==> config.mk <==
export PLATFORM = sky130hd
export DESIGN_NAME = dbg_uart
export DESIGN_NICKNAME = d
export VERILOG_FILES = /design/src/rtl/dbg_uart.sv
export SDC_FILE = /design/constraint.sdc
export NUM_CORES = 1
export LEC_CHECK = 0
export BUFFER_PORTS_ARGS = -buffer_cell sky130_fd_sc_hd__buf_4
export CAP_MARGIN = 5
export CORE_AREA = 2 2 102 104
export CTS_CLUSTER_DIAMETER = 40
export CTS_CLUSTER_SIZE = 10
export DETAILED_ROUTE_END_ITERATION = 10
export DIE_AREA = 0 0 104 106
export PLACE_DENSITY = 0.71
export SLEW_MARGIN = 0
export SYNTH_ARGS = -nofsm -noshare
export SYNTH_HDL_FRONTEND = slang
export SYNTH_SLANG_ARGS = --single-unit
==> constraint.sdc <==
create_clock -name clk -period 7.3 [get_ports clk]
set_input_delay 1.46 -clock clk [delete_from_list [all_inputs] [get_ports clk]]
set_output_delay 1.46 -clock clk [all_outputs]
set_load 0.005 [all_outputs]
==> src/rtl/dbg_uart.sv <==
// Byte-serial debug port: decodes UART command bytes into bus accesses on a
// shared system bus and streams response bytes back, paced at the UART frame rate.
module dbg_uart #(
    parameter int TX_GAP  = 4340,
    parameter int ACC_CYC = 2
) (
    input  logic        clk,
    input  logic        reset,
    input  logic        dix,
    input  logic [7:0]  id,
    output logic        dox,
    output logic [7:0]  od,
    output logic        csu,
    output logic [15:0] addru,
    output logic        ru,
    output logic [1:0]  wru,
    input  logic [15:0] data,
    output logic [15:0] datau,
    input  logic [7:0]  status
);

    localparam int GW = (TX_GAP  < 2) ? 1 : $clog2(TX_GAP + 1);
    localparam int AW = (ACC_CYC < 2) ? 1 : $clog2(ACC_CYC + 1);

    localparam logic [7:0] C_SETADDR = 8'h01;
    localparam logic [7:0] C_READ    = 8'h02;
    localparam logic [7:0] C_WRITE   = 8'h03;
    localparam logic [7:0] C_WRITEB  = 8'h04;
    localparam logic [7:0] C_STATUS  = 8'h05;
    localparam logic [7:0] C_ADDRQ   = 8'h06;

    typedef enum logic [1:0] {S_IDLE, S_ARGS, S_ACCESS, S_SEND} state_t;

    state_t          r_state;
    logic [7:0]      r_cmd;
    logic [1:0]      r_argcnt;
    logic [7:0]      r_hi;
    logic [AW-1:0]   r_acc;
    logic [GW-1:0]   r_gap;
    logic [1:0]      r_nsend;
    logic [15:0]     r_txbuf;

    always_ff @(posedge clk) begin
        if (reset) begin
            r_state  <= S_IDLE;
            r_cmd    <= '0;
            r_argcnt <= '0;
            r_hi     <= '0;
            r_acc    <= '0;
            r_gap    <= '0;
            r_nsend  <= '0;
            r_txbuf  <= '0;
            csu      <= 1'b0;
            ru       <= 1'b0;
            wru      <= 2'b00;
            addru    <= '0;
            datau    <= '0;
            dox      <= 1'b0;
            od       <= '0;
        end else begin
            dox <= 1'b0;
            case (r_state)
                S_IDLE: begin
                    if (dix) begin
                        case (id)
                            C_SETADDR, C_WRITE: begin
                                r_cmd    <= id;
                                r_argcnt <= 2'd2;
                                r_state  <= S_ARGS;
                            end
                            C_WRITEB: begin
                                r_cmd    <= id;
                                r_argcnt <= 2'd1;
                                r_state  <= S_ARGS;
                            end
                            C_READ: begin
                                r_cmd   <= id;
                                csu     <= 1'b1;
                                ru      <= 1'b1;
                                wru     <= 2'b00;
                                r_acc   <= '0;
                                r_state <= S_ACCESS;
                            end
                            C_STATUS: begin
                                r_txbuf <= {status, 8'h00};
                                r_nsend <= 2'd1;
                                r_gap   <= '0;
                                r_state <= S_SEND;
                            end
                            C_ADDRQ: begin
                                r_txbuf <= addru;
                                r_nsend <= 2'd2;
                                r_gap   <= '0;
                                r_state <= S_SEND;
                            end
                            default: ;
                        endcase
                    end
                end
                S_ARGS: begin
                    if (dix) begin
                        r_argcnt <= r_argcnt - 2'd1;
                        if (r_argcnt == 2'd2) begin
                            r_hi <= id;
                        end else begin
                            // Last argument byte: either finish SETADDR or launch the write.
                            case (r_cmd)
                                C_SETADDR: begin
                                    addru   <= {r_hi, id};
                                    r_state <= S_IDLE;
                                end
                                C_WRITE: begin
                                    datau   <= {r_hi, id};
                                    csu     <= 1'b1;
                                    wru     <= 2'b11;
                                    r_acc   <= '0;
                                    r_state <= S_ACCESS;
                                end
                                default: begin
                                    datau   <= {id, id};
                                    csu     <= 1'b1;
                                    wru     <= addru[0] ? 2'b01 : 2'b10;
                                    r_acc   <= '0;
                                    r_state <= S_ACCESS;
                                end
                            endcase
                        end
                    end
                end
                S_ACCESS: begin
                    if (r_acc == AW'(ACC_CYC - 1)) begin
                        csu <= 1'b0;
                        ru  <= 1'b0;
                        wru <= 2'b00;
                        if (r_cmd == C_READ) begin
                            r_txbuf <= data;
                            r_nsend <= 2'd2;
                            r_gap   <= '0;
                            addru   <= addru + 16'd2;
                            r_state <= S_SEND;
                        end else if (r_cmd == C_WRITE) begin
                            addru   <= addru + 16'd2;
                            r_state <= S_IDLE;
                        end else begin
                            addru   <= addru + 16'd1;
                            r_state <= S_IDLE;
                        end
                    end else begin
                        r_acc <= r_acc + 1'b1;
                    end
                end
                S_SEND: begin
                    // Gap counter paces both the next byte and the final return to IDLE.
                    if (r_gap != '0) begin
                        r_gap <= r_gap - 1'b1;
                    end else if (r_nsend != 2'd0) begin
                        dox     <= 1'b1;
                        od      <= r_txbuf[15:8];
                        r_txbuf <= {r_txbuf[7:0], 8'h00};
                        r_nsend <= r_nsend - 2'd1;
                        r_gap   <= GW'(TX_GAP - 1);
                    end else begin
                        r_state <= S_IDLE;
                    end
                end
                default: r_state <= S_IDLE;
            endcase
        end
    end

endmodule

Word-level counts from Yosys, hierarchy flattened
Cells that the tools add are included.
{ "word_totals": {"register_bits": 98, "input_bits": 35, "output_inout_bits": 45, "elab_cells": 146} }
{ "op_classes": {"bitwise_logic": 4, "eq_ne": 31, "addsub": 6, "mux": 65, "reduce_logical": 25} }
{ "op_table": {"columns": ["operator", "n"], "rows": [
  ["$mux 16", 11],
  ["$pmux 16 s2", 3],
  ["$mux 13", 6],
  ["$mux 2", 25],
  ["$pmux 16 s3", 1],
  ["$pmux 13 s3", 1],
  ["$eq 8x2->1 const B", 4],
  ["$reduce_and 7->1", 4],
  ["$eq 8x3->1 const B", 3],
  ["$ne 2x2->1 const B", 12],
  ["$pmux 2 s3", 4],
  ["$add 16x1->16 const B", 1],
  ["$add 16x2->16 const B", 1],
  ["$eq 8x1->1 const B", 2],
  ["$pmux 2 s2", 4],
  ["$reduce_bool 13->1", 1],
  ["$sub 13x1->13 const B", 1],
  ["$reduce_and 4->1", 3],
  ["$reduce_and 3->1", 3],
  ["$pmux 2 s4", 1],
  ["$reduce_bool 2->1", 4],
  ["$mux 1", 7],
  ["$eq 2x2->1 const B", 3],
  ["$ne 3x1->1 const B", 2],
  ["other kinds (16)", 24]
]} }

Logic depth before layout (Yosys ltp)
Gate-level depths: netlist of run 1.
{ "depth": {"word_depth": 5, "mapped_depth": 10} }

Least setup slack after synthesis of run 1
No wires, ideal clock.
{ "synth_timing": {"path_type": "in2reg", "startpoint": "input id[6]", "endpoint": "register r_state[1]", "arrival_ns": 3.544, "path_buffers": 0, "slack_ns": 3.690, "t_required_ns": 7.234, "cell_stages": 6, "cell_sequence": "or4_4 -> or2_4 -> or4_1 -> a211o_1 -> or3_1 -> a21oi_2"} }
{ "synth_between": {"elab_chain_cells": 5, "elab_cells_between_ends": 13} }
{ "synth_rtl": {"columns": ["item", "line_no", "source"], "rows": [
  ["start, declared", "10", "input logic [7:0] id,"],
  ["$eq 8x3->1 (tied with other cells)", "65", "case (id)"],
  ["$reduce_or 3->1 (no source line) or $reduce_or 2->1 (tied branches)", null, null],
  ["$pmux 2 s3", "65", null],
  ["$mux 2", "64", "if (dix) begin"],
  ["$pmux 2 s4", "62", "case (r_state)"],
  ["end signal, assigned", "69", "r_state <= S_ARGS;"],
  ["end signal, assigned", "74", "r_state <= S_ARGS;"],
  ["end signal, assigned", "82", "r_state <= S_ACCESS;"],
  ["end, declared", "34", "state_t r_state;"]
]} }
Parallel ways exist; a longest one is shown, timed or not. The select of a mux whose other input is x is not followed.
A chain may end at the register's enable or synchronous reset.

Worst setup path after layout of run 1
{ "layout_timing": {"startpoint": "input id[6]", "endpoint": "register r_txbuf[13]"} }
{ "layout_between": {"elab_chain_cells": 4, "elab_cells_between_ends": 7} }
{ "layout_rtl": {"columns": ["item", "line_no", "source"], "rows": [
  ["$eq 8x3->1", "65", null],
  ["$pmux 16 s2", "65", null],
  ["$mux 16", "64", null],
  ["$pmux 16 s3", "62", null],
  ["end signal, assigned", "85", "r_txbuf <= {status, 8'h00};"],
  ["end signal, assigned", "91", "r_txbuf <= addru;"],
  ["end signal, assigned", "136", "r_txbuf <= data;"],
  ["end, declared", "41", "logic [15:0] r_txbuf;"]
]} }
Parallel ways exist; a longest one is shown, timed or not. The select of a mux whose other input is x is not followed.

==> results of run 1 <==
[power by group through the flow]
stage	clock network (mW)	logic [mW]	registers (mW)
2_1_floorplan	0	0.0261	0.550
3_3_place_gp	0	0.0512	0.551
3_5_place_dp	0	0.0518	0.551
4_1_cts	0.361	0.0522	0.538
5_1_grt	0.381	0.0568	0.539
6_report	0.358	0.0524	0.538
[metal layers]
layer	vias up	wire (µm)
met2	234	6380
met3	37	1080
li1	2383	-
met4	0	470
met5	-	0
met1	2277	6120
[cells in the mapped netlist, drive strengths merged, types with 5 or more instances]
| master | number |
|---|---|
| a211oi | 25 |
| a21oi | 73 |
| a222oi | 5 |
| a22oi | 14 |
| a311oi | 10 |
| a31oi | 7 |
| and2 | 10 |
| buf | 5 |
| clkbuf | 36 |
| dfxtp | 98 |
| ha | 6 |
| inv | 15 |
| mux2 | 5 |
| mux2i | 16 |
| nand2 | 88 |
| nand2b | 7 |
| nand3 | 11 |
| nand4 | 6 |
| nor2 | 70 |
| nor2b | 5 |
| nor3 | 20 |
| nor4 | 8 |
| o21ai | 24 |
| or3 | 6 |
| or4 | 5 |
[metrics by stage]
stage	power, mW	util	hold slack [ns]
final	0.949	0.571	0.459
after detailed placement	0.603	0.552	0.447
after floorplan	0.576	-	0.432
after global placement	0.602	0.552	0.438
after global routing	0.976	0.571	0.480
after CTS	0.952	0.571	0.464
[area by class of cell]
cell class	instances	area, µm²	share of cell area
Inverter	15	56.3	0.00985
Multi-Input combinational cell	471	2720	0.476
Sequential cell	98	1960	0.343
Clock buffer	11	141	0.0247
Clock inverter	4	51.3	0.00898
Timing Repair Buffer	82	616	0.108
Tap cell	136	170	0.0298
[kinds of logic (layout without fill, tap and decap cells)]
| kind of cell | Yosys count | in the layout | share of synthesized area |
|---|---|---|---|
| simple gates | 256 | 256 | 0.248 |
| compound gates | 185 | 185 | 0.242 |
| flops | 98 | 98 | 0.401 |
| buf+inv | 56 | 112 | 0.0437 |
| mux | 21 | 21 | 0.0443 |
| fa+ha+maj | 6 | 6 | 0.0153 |
| xor+xnor | 3 | 3 | 0.00537 |
[registers in the layout, summed over array words and instances, names as in the netlist, 2 cells and up]
| signal | flops |
|---|---|
| r_nsend | 2 |
| r_state | 2 |
| r_acc | 2 |
| r_hi | 8 |
| od | 8 |
| r_argcnt | 2 |
| r_gap | 13 |
| datau | 16 |
| r_cmd | 8 |
| r_txbuf | 16 |
| wru | 2 |
| addru | 16 |
[worst max-delay path, cell delays in order]
cell	delay, ns
buf_4	0.13
or4_4	0.56
or2_4	0.27
o211ai_1	0.43
and2_1	0.98
nor2_1	0.08
a311oi_1	0.29
[how the worst max path moves through the flow]
stage,slack (ns),cells after the start,end,from
2_1_floorplan,3.69,6,r_state[1]$_SDFFE_PP0P_,id[6]
3_3_place_gp,3.15,7,r_txbuf[8]$_SDFFE_PP0P_,id[6]
3_5_place_dp,3.02,7,r_txbuf[13]$_SDFFE_PP0P_,id[6]
4_1_cts,3.38,7,r_txbuf[13]$_SDFFE_PP0P_,id[6]
5_1_grt,3.09,7,r_txbuf[11]$_SDFFE_PP0P_,id[6]
6_report,3.36,7,r_txbuf[13]$_SDFFE_PP0P_,id[6]
==> qor.yml, run 1 <==
post-cts-setup-buffer-count: 0
wl_per_cell_um: 17.2
max-clock-path-buffers: 2
cts_tree: "built"
gp_congestion: 0.885
clock-sinks: 98
avgViaCountPerCell: 6.04
grt_start_max_net_pins: 97
first_pass_iters: 6
ff2ff_path_depth: 6
drt_iter0_drc: 393
cap_violations: 0
clock_latency_ns: 0.38
instances_no_fill: 817
grt_pass1_wl_um: 22500
synth_area_leaders: "dfxtp_1, a21oi_1, nand2_1"
synthToLayoutAreaGrowth_pct: 16.8
cts.clk_slew.worst_paths_ns: 0.09
drv_slew: 0
post-place-cells: 802
synth_edf_count: 0
final_cell_area_um2: 5710
synth_area_um2: 4890
worstHoldStart: "od[2]$_SDFFE_PP0P_"
grt-ovfl-total: 0
layout-drive-gt1-share: 0.160
synth_area_per_cell_um2: 7.83
die_height_um: 106
clock_power_share: 0.377
cts.htree.levels: 3
hp-class: "flip-flop to flip-flop"
met2_usage: 0.400
cp_max_fo: 37
power.switching_mw: 0.223
r2r-end: "r_txbuf[13]$_SDFFE_PP0P_"
cts_buffers: 9
report.final.hold_viol_count: 0
power_density_nw_per_um2: 166
antenna_cells: 0
ys_seq_elements: 98
route.detailed.drc: 0
dp_slack_ns: 3.02
fin_crit_sh: 0.539
antenna_found_initial: 0
layout.nets: 718
slew_headroom: 0.237
vias: 4931
cp-start-kind: "primary input"
dpl.hpwl_um: 9960
ant_nets: 0
grt_pass1_vias: 4553
ctsResizeCount: 0
final_cell_mix: "dfxtp_1, nand2_1, buf_4"
fmax_mhz: 254
yosys_warnings: 0
use_met1: 0.329
die_x_um: 104
layout_commonest_cell: "dfxtp_1"
fin_tns_setup_ns: 0
power_frac_seq: 0.567
nFillCells: 965
timing.rr.start: "r_gap[2]$_SDFFE_PP0P_"
worst_slack_ns: 3.36
cp.required_ns: 7.57
synth_async_sr_flop_share: 0
syn-num-nets: 666
cts_hold_buffers: 0
tightestPinTransition_ns: 1.14
worst-endpoint-arrival_ns: 4.20
skew_ns: 0.0169
synthDistinctLibCells: 58
wirelength_um: 14100
status: "completed"
holdPathStages: 2
p_leak_nw: 2.05
rsz0062_at_grt: "no"
cts-root-buf: "clkbuf_8"
min_to: "od[2]$_SDFFE_PP0P_"
dieArea_um2: 11000
synth_top_flop_cell: "dfxtp_1"
p_comb_frac: 0.055
top_usage_layer: "met2"
core_um2: 10000
min_period_ns: 3.94
p_int_mw: 0.726
r2r_setup_slack_ns: 3.60
synth.yosys.seq_area_share: 0.401
synth_area_leader_cell: "dfxtp_1"
end_kind: "flip-flop"
dpl_cell_area_um2: 5520
critPathKind: "primary input to flip-flop"
io_pins: 80
met3_usage: 0.0564
start_util: 0.489
vdd_drop_max_v: 0.0000893
numPortBuffers: 79
setup_viol_count_final: 0
swShare: 0.235
yosysTopAreaCellShare: 0.401
grt.total_usage: 0.251
row_count: 37
syn-instance-count: 625
(Power assumes the default switching activity.)
==> run 2, diff against run 1 <==
- ABC_AREA: unset -> 1
- CORE_AREA: 2 2 102 104 -> 2 2 110 112
- DIE_AREA: 0 0 104 106 -> 0 0 112 114
- PLACE_DENSITY: 0.71 -> 0.7
- clock period: 7.3 -> 3.94 ns (I/O delays scaled with it)
==> run 2 against run 1 <==
Power rose to 3.3 times the previous value. Wire length rose by 6.2%. Via count rose by 16%. Global-route usage fell by 1.2 points. Clock skew fell by 0.0094 ns. Worst hold slack got worse by 0.014 ns. Critical endpoint is now addru[6]$_SDFFE_PP0P_. Highest routed layer unchanged.
==> qor.yml, run 2 <==
status: "completed"
syn-instance-count: 888
final_util: 0.559
synthToLayoutAreaGrowth_pct: 15.8
met3_usage: 0.0329
power_mw: 3.10
numPortBuffers: 79
setup_viol_count_final: 0
synthDistinctLibCells: 39
fmax_mhz: 441
end_kind: "flip-flop"
io_pins: 80
core_um2: 11700
slowest_stage: "dfxtp_1"
max-clock-path-buffers: 2
row_count: 40
yosysTopAreaCellShare: 0.347
grt.total_usage: 0.239
layout_commonest_cell: "nand2_1"
power_density_nw_per_um2: 474
antenna_found_initial: 0
hold_ws_ns: 0.445
clock-sinks: 98
drv_slew: 0
vias: 5701
synth_top_flop_cell: "dfxtp_1"
final_cell_mix: "nand2_1, nor2_1, inv_1"
synth_compound_area_frac: 0.159
grt-ovfl-total: 0
synth-simple-area-share: 0.350
fin_crit_sh: 0.576
synthMuxAreaShare: 0
use_met1: 0.347
rsz0062_at_grt: "no"
final_cell_area_um2: 6540
syn-num-nets: 929
seqCellArea_um2: 1960
start_util: 0.482
report.final.hold_viol_count: 0
multiInputGateArea_um2: 3070
grt_start_max_net_pins: 37
path_cells: "nand2_4 -> or2_4 -> nand2_1 -> nor2_2 -> nand2_2 -> clkinv_2 -> o21ai_0 -> nor2_1 -> nor2_1"
nFillCells: 1207
route.detailed.drc: 0
p_leak_nw: 3.03
met2_usage: 0.361
fin_tns_setup_ns: 0
slew_headroom: 0.342
slowest_delay_ns: 0.56
synth_edf_count: 0
tightestPinTransition_ns: 0.985
cts_buffers: 9
cap_violations: 0
synth_top_family_by_area: "simple AND/OR/NAND/NOR gates"
synth_area_leader_cell: "dfxtp_1"
worst-endpoint-arrival_ns: 2.57
ctsResizeCount: 0
synth-xor-area-share: 0.0217
synth_common_cells: "nand2_1, nor2_1, inv_1"
synth-adder-area-share: 0.0133
post-cts-setup-buffer-count: 0
grt_pass1_wl_um: 24900
clock_latency_ns: 0.35
synth_async_sr_flop_share: 0
wirelength_um: 14900
gp_congestion: 0.910
top_usage_layer: "met2"
largestRegisters: "addru x16, datau x16, r_txbuf x16"
dp_slack_ns: 1.44
synth_area_leaders: "dfxtp_1, nand2_1, nor2_1"
synth_most_common_cell: "nand2_1"
hp-class: "flip-flop to flip-flop"
grt_pass1_vias: 5073
cts.htree.levels: 3
critPathKind: "flip-flop to flip-flop"
cp-start-kind: "flip-flop"
cpMostUsedCell: "nor2_1"
cts_tree: "built"
cts-root-buf: "clkbuf_16"
wl_per_cell_um: 13.6
die_height_um: 114
ys_seq_elements: 98
min_period_ns: 2.27
yosys_warnings: 0
ant_nets: 0
avgViaCountPerCell: 5.19
antenna_cells: 0
instances_no_fill: 1099
synth_area_um2: 5650
synth_area_per_cell_um2: 6.36
post-place-cells: 1084
die_x_um: 112
first_pass_iters: 8
drt_iter0_drc: 411
synth.yosys.seq_area_share: 0.347
skew_ns: 0.00755
layout-drive-gt1-share: 0.145
cp_max_fo: 16
worst_slack_ns: 1.67
dpl.hpwl_um: 10800
cts.clk_slew.worst_paths_ns: 0.07
dpl_cell_area_um2: 6270
dieArea_um2: 12800
cp.required_ns: 4.24
cts_hold_buffers: 0
vdd_drop_max_v: 0.000354
layout.nets: 989
==> run 2: power breakdown <==
part	leakage, nW	internal, mW	switching, mW
Sequential	0.792	1.14	0.155
Combinational	2.11	0.364	0.610
Clock	0.128	0.442	0.388
==> run 2: final cells by class <==
class                   count  share of cell area
repair buffers             82              0.0941
clock inverters             4             0.00440
well taps                 147              0.0281
multi-input cells         641               0.470
flip-flops and latches     98               0.300
inverters                 116              0.0667
clock buffers              11              0.0371
==> run 2: cell families (layout without fill, tap and decap cells) <==
kind of cell             after synthesis  count (layout)
AO/OA/AOI/OAI                        170             170
buffers and inverters                149             213
XOR/XNOR                              14              14
flip-flops                            98              98
adder cells (fa/ha/maj)                6               6
AND/OR/NAND/NOR                      451             451
==> run 2: final timing paths <==
| check | from | endpoint | slack (ns) | depth (start not counted) |
|---|---|---|---|---|
| max | r_state[1]$_SDFFE_PP0P_ | addru[6]$_SDFFE_PP0P_ | 1.67 | 9 |
| min | datau[6]$_SDFFE_PP0P_ | datau[6]$_SDFFE_PP0P_ | 0.45 | 2 |
| max reg2reg | r_state[1]$_SDFFE_PP0P_ | addru[6]$_SDFFE_PP0P_ | 1.67 | 9 |
| min reg2reg | datau[6]$_SDFFE_PP0P_ | datau[6]$_SDFFE_PP0P_ | 0.45 | 2 |
==> run 2: worst max-delay path: cells and delay by family (launching register included) <==
kind / cells / cell delay (ns)
AND/OR/NAND/NOR: 7 / 1.12
flip-flops: 1 / 0.56
buffers and inverters: 1 / 0.29
AO/OA/AOI/OAI: 1 / 0.25
==> run 2: metal layers <==
metal	wire length (µm)	share of wire	up-vias
li1	-	-	2949
met1	7290	0.49	2525
met2	6360	0.43	201
met3	956	0.064	26
met4	320	0.021	0
met5	0	0	-
==> run 3, diff against run 2 <==
- clock period: 3.94 -> 2.3 ns (I/O delays scaled with it)
==> run 3 against run 2 <==
Power grew 82%. Global-route usage grew 0.22 points. Flip-flop and latch count is the same. Clock-buffer cell count shrank 2. Critical endpoint is now r_txbuf[2]$_SDFFE_PP0P_.
==> qor.yml, run 3 (same netlist as run 2, synthesis figures left out) <==
cap_violations: 0
max-clock-path-buffers: 2
report.final.hold_viol_count: 0
wirelength_um: 15100
drv_slew: 0
layout_commonest_cell: "nand2_1"
worstHoldStart: "id[7]"
min_period_ns: 1.93
post-cts-setup-buffer-count: 0
hp-class: "primary input to flip-flop"
final_cell_area_um2: 6680
cp-start-kind: "flip-flop"
vdd_drop_max_v: 0.000467
rsz0062_at_grt: "no"
grt_start_max_net_pins: 39
io_pins: 80
cts_tree: "built"
status: "completed"
ctsResizeCount: 0
layout-drive-gt1-share: 0.156
cts.clk_slew.worst_paths_ns: 0.07
largestRegisters: "addru x16, datau x16, r_txbuf x16"
numPortBuffers: 79
clock-sinks: 98
clock_latency_ns: 0.35
holdPathStages: 3
synthToLayoutAreaGrowth_pct: 18.3
dpl.hpwl_um: 10900
ant_nets: 0
antenna_found_initial: 0
cts_buffers: 9
die_height_um: 114
cts.htree.levels: 3
start_util: 0.482
power_density_nw_per_um2: 842
vias: 5728
route.detailed.drc: 0
avgViaCountPerCell: 5.16
layout.nets: 999
crit_start: "r_gap[0]$_SDFFE_PP0P_"
grt.total_usage: 0.242
dieArea_um2: 12800
gp_congestion: 0.898
row_count: 40
timing.rr.start: "r_gap[0]$_SDFFE_PP0P_"
core_um2: 11700
r2r_setup_slack_ns: 0.37
nFillCells: 1167
grt-ovfl-total: 0
cts-root-buf: "clkbuf_16"
tightestPinTransition_ns: 0.473
skew_ns: 0.00618
cts_hold_buffers: 0
slew_headroom: 0.684
grt_pass1_vias: 5044
fin_crit_sh: 0.838
p_leak_nw: 3.11
first_pass_iters: 5
cp_max_fo: 15
worst-endpoint-arrival_ns: 2.18
dpl_cell_area_um2: 6360
ff2ff_path_depth: 11
antenna_cells: 0
drt_iter0_drc: 450
fin_tns_setup_ns: 0
fmax_mhz: 519
die_x_um: 112
critPathKind: "flip-flop to flip-flop"
final_cell_mix: "nand2_1, nor2_1, inv_1"
setup_viol_count_final: 0
cp.required_ns: 2.55
grt_pass1_wl_um: 25000
wl_per_cell_um: 13.6
end_kind: "flip-flop"
## run 3: cell count changes in the layout (fill, tap and decap cells not counted), sizes merged
| cell | previous run | this run |
|---|---|---|
| bufinv | 0 | 2 |
| buf | 82 | 92 |
| clkinvlp | 2 | 0 |
| clkbuf | 11 | 9 |
| inv | 114 | 117 |
## run 3: final timing paths
kind | end
max | r_txbuf[2]$_SDFFE_PP0P_
max reg2reg | r_txbuf[2]$_SDFFE_PP0P_
min | r_hi[7]$_SDFFE_PP0P_
min reg2reg | datau[14]$_SDFFE_PP0P_
## run 3: per-layer routing
metal / up-vias / share of wire / track usage
met1: 2532 / 0.48 / 0.354
met5: - / 0 / 0
met4: 0 / 0.023 / 0.0862
met2: 201 / 0.43 / 0.362
met3: 27 / 0.067 / 0.0356
li1: 2968 / - / -
## run 3: critical path, stage by stage (launching register included)
cell,delay [ns]
dfxtp_1,0.33
inv_1,0.08
ha_1,0.28
nand2_2,0.16
nor2_4,0.16
nand2_4,0.11
nand2_4,0.10
nand2_4,0.06
nor2_8,0.24
inv_2,0.14
nor2_1,0.11
nor2_1,0.06
## run 3: area by class of cell
class | instances | area [µm²] | area share
clock buffers | 9 | 225 | 0.0337
clock inverters | 7 | 98.8 | 0.0148
inverters | 116 | 437 | 0.0653
multi-input cells | 641 | 3070 | 0.460
flip-flops and latches | 98 | 1960 | 0.294
well taps | 147 | 184 | 0.0275
repair buffers | 92 | 703 | 0.105
## run 3: power by group
part	internal, mW	switching [mW]
Clock	0.966	0.720
Sequential	1.95	0.259
Combinational	0.673	1.06
## run 3: metrics by stage
step                       util  hold WS (ns)  std cells  setup WS [ns]  power [mW]
after floorplan               -         0.436        888          0.638        3.39
after global placement    0.543         0.433       1094          0.322        3.95
after detailed placement  0.543         0.438       1094          0.300        3.96
after CTS                 0.571         0.392       1110          0.376        5.64
after global routing      0.571         0.412       1110          0.140        5.97
final                     0.571         0.394       1110          0.373        5.63
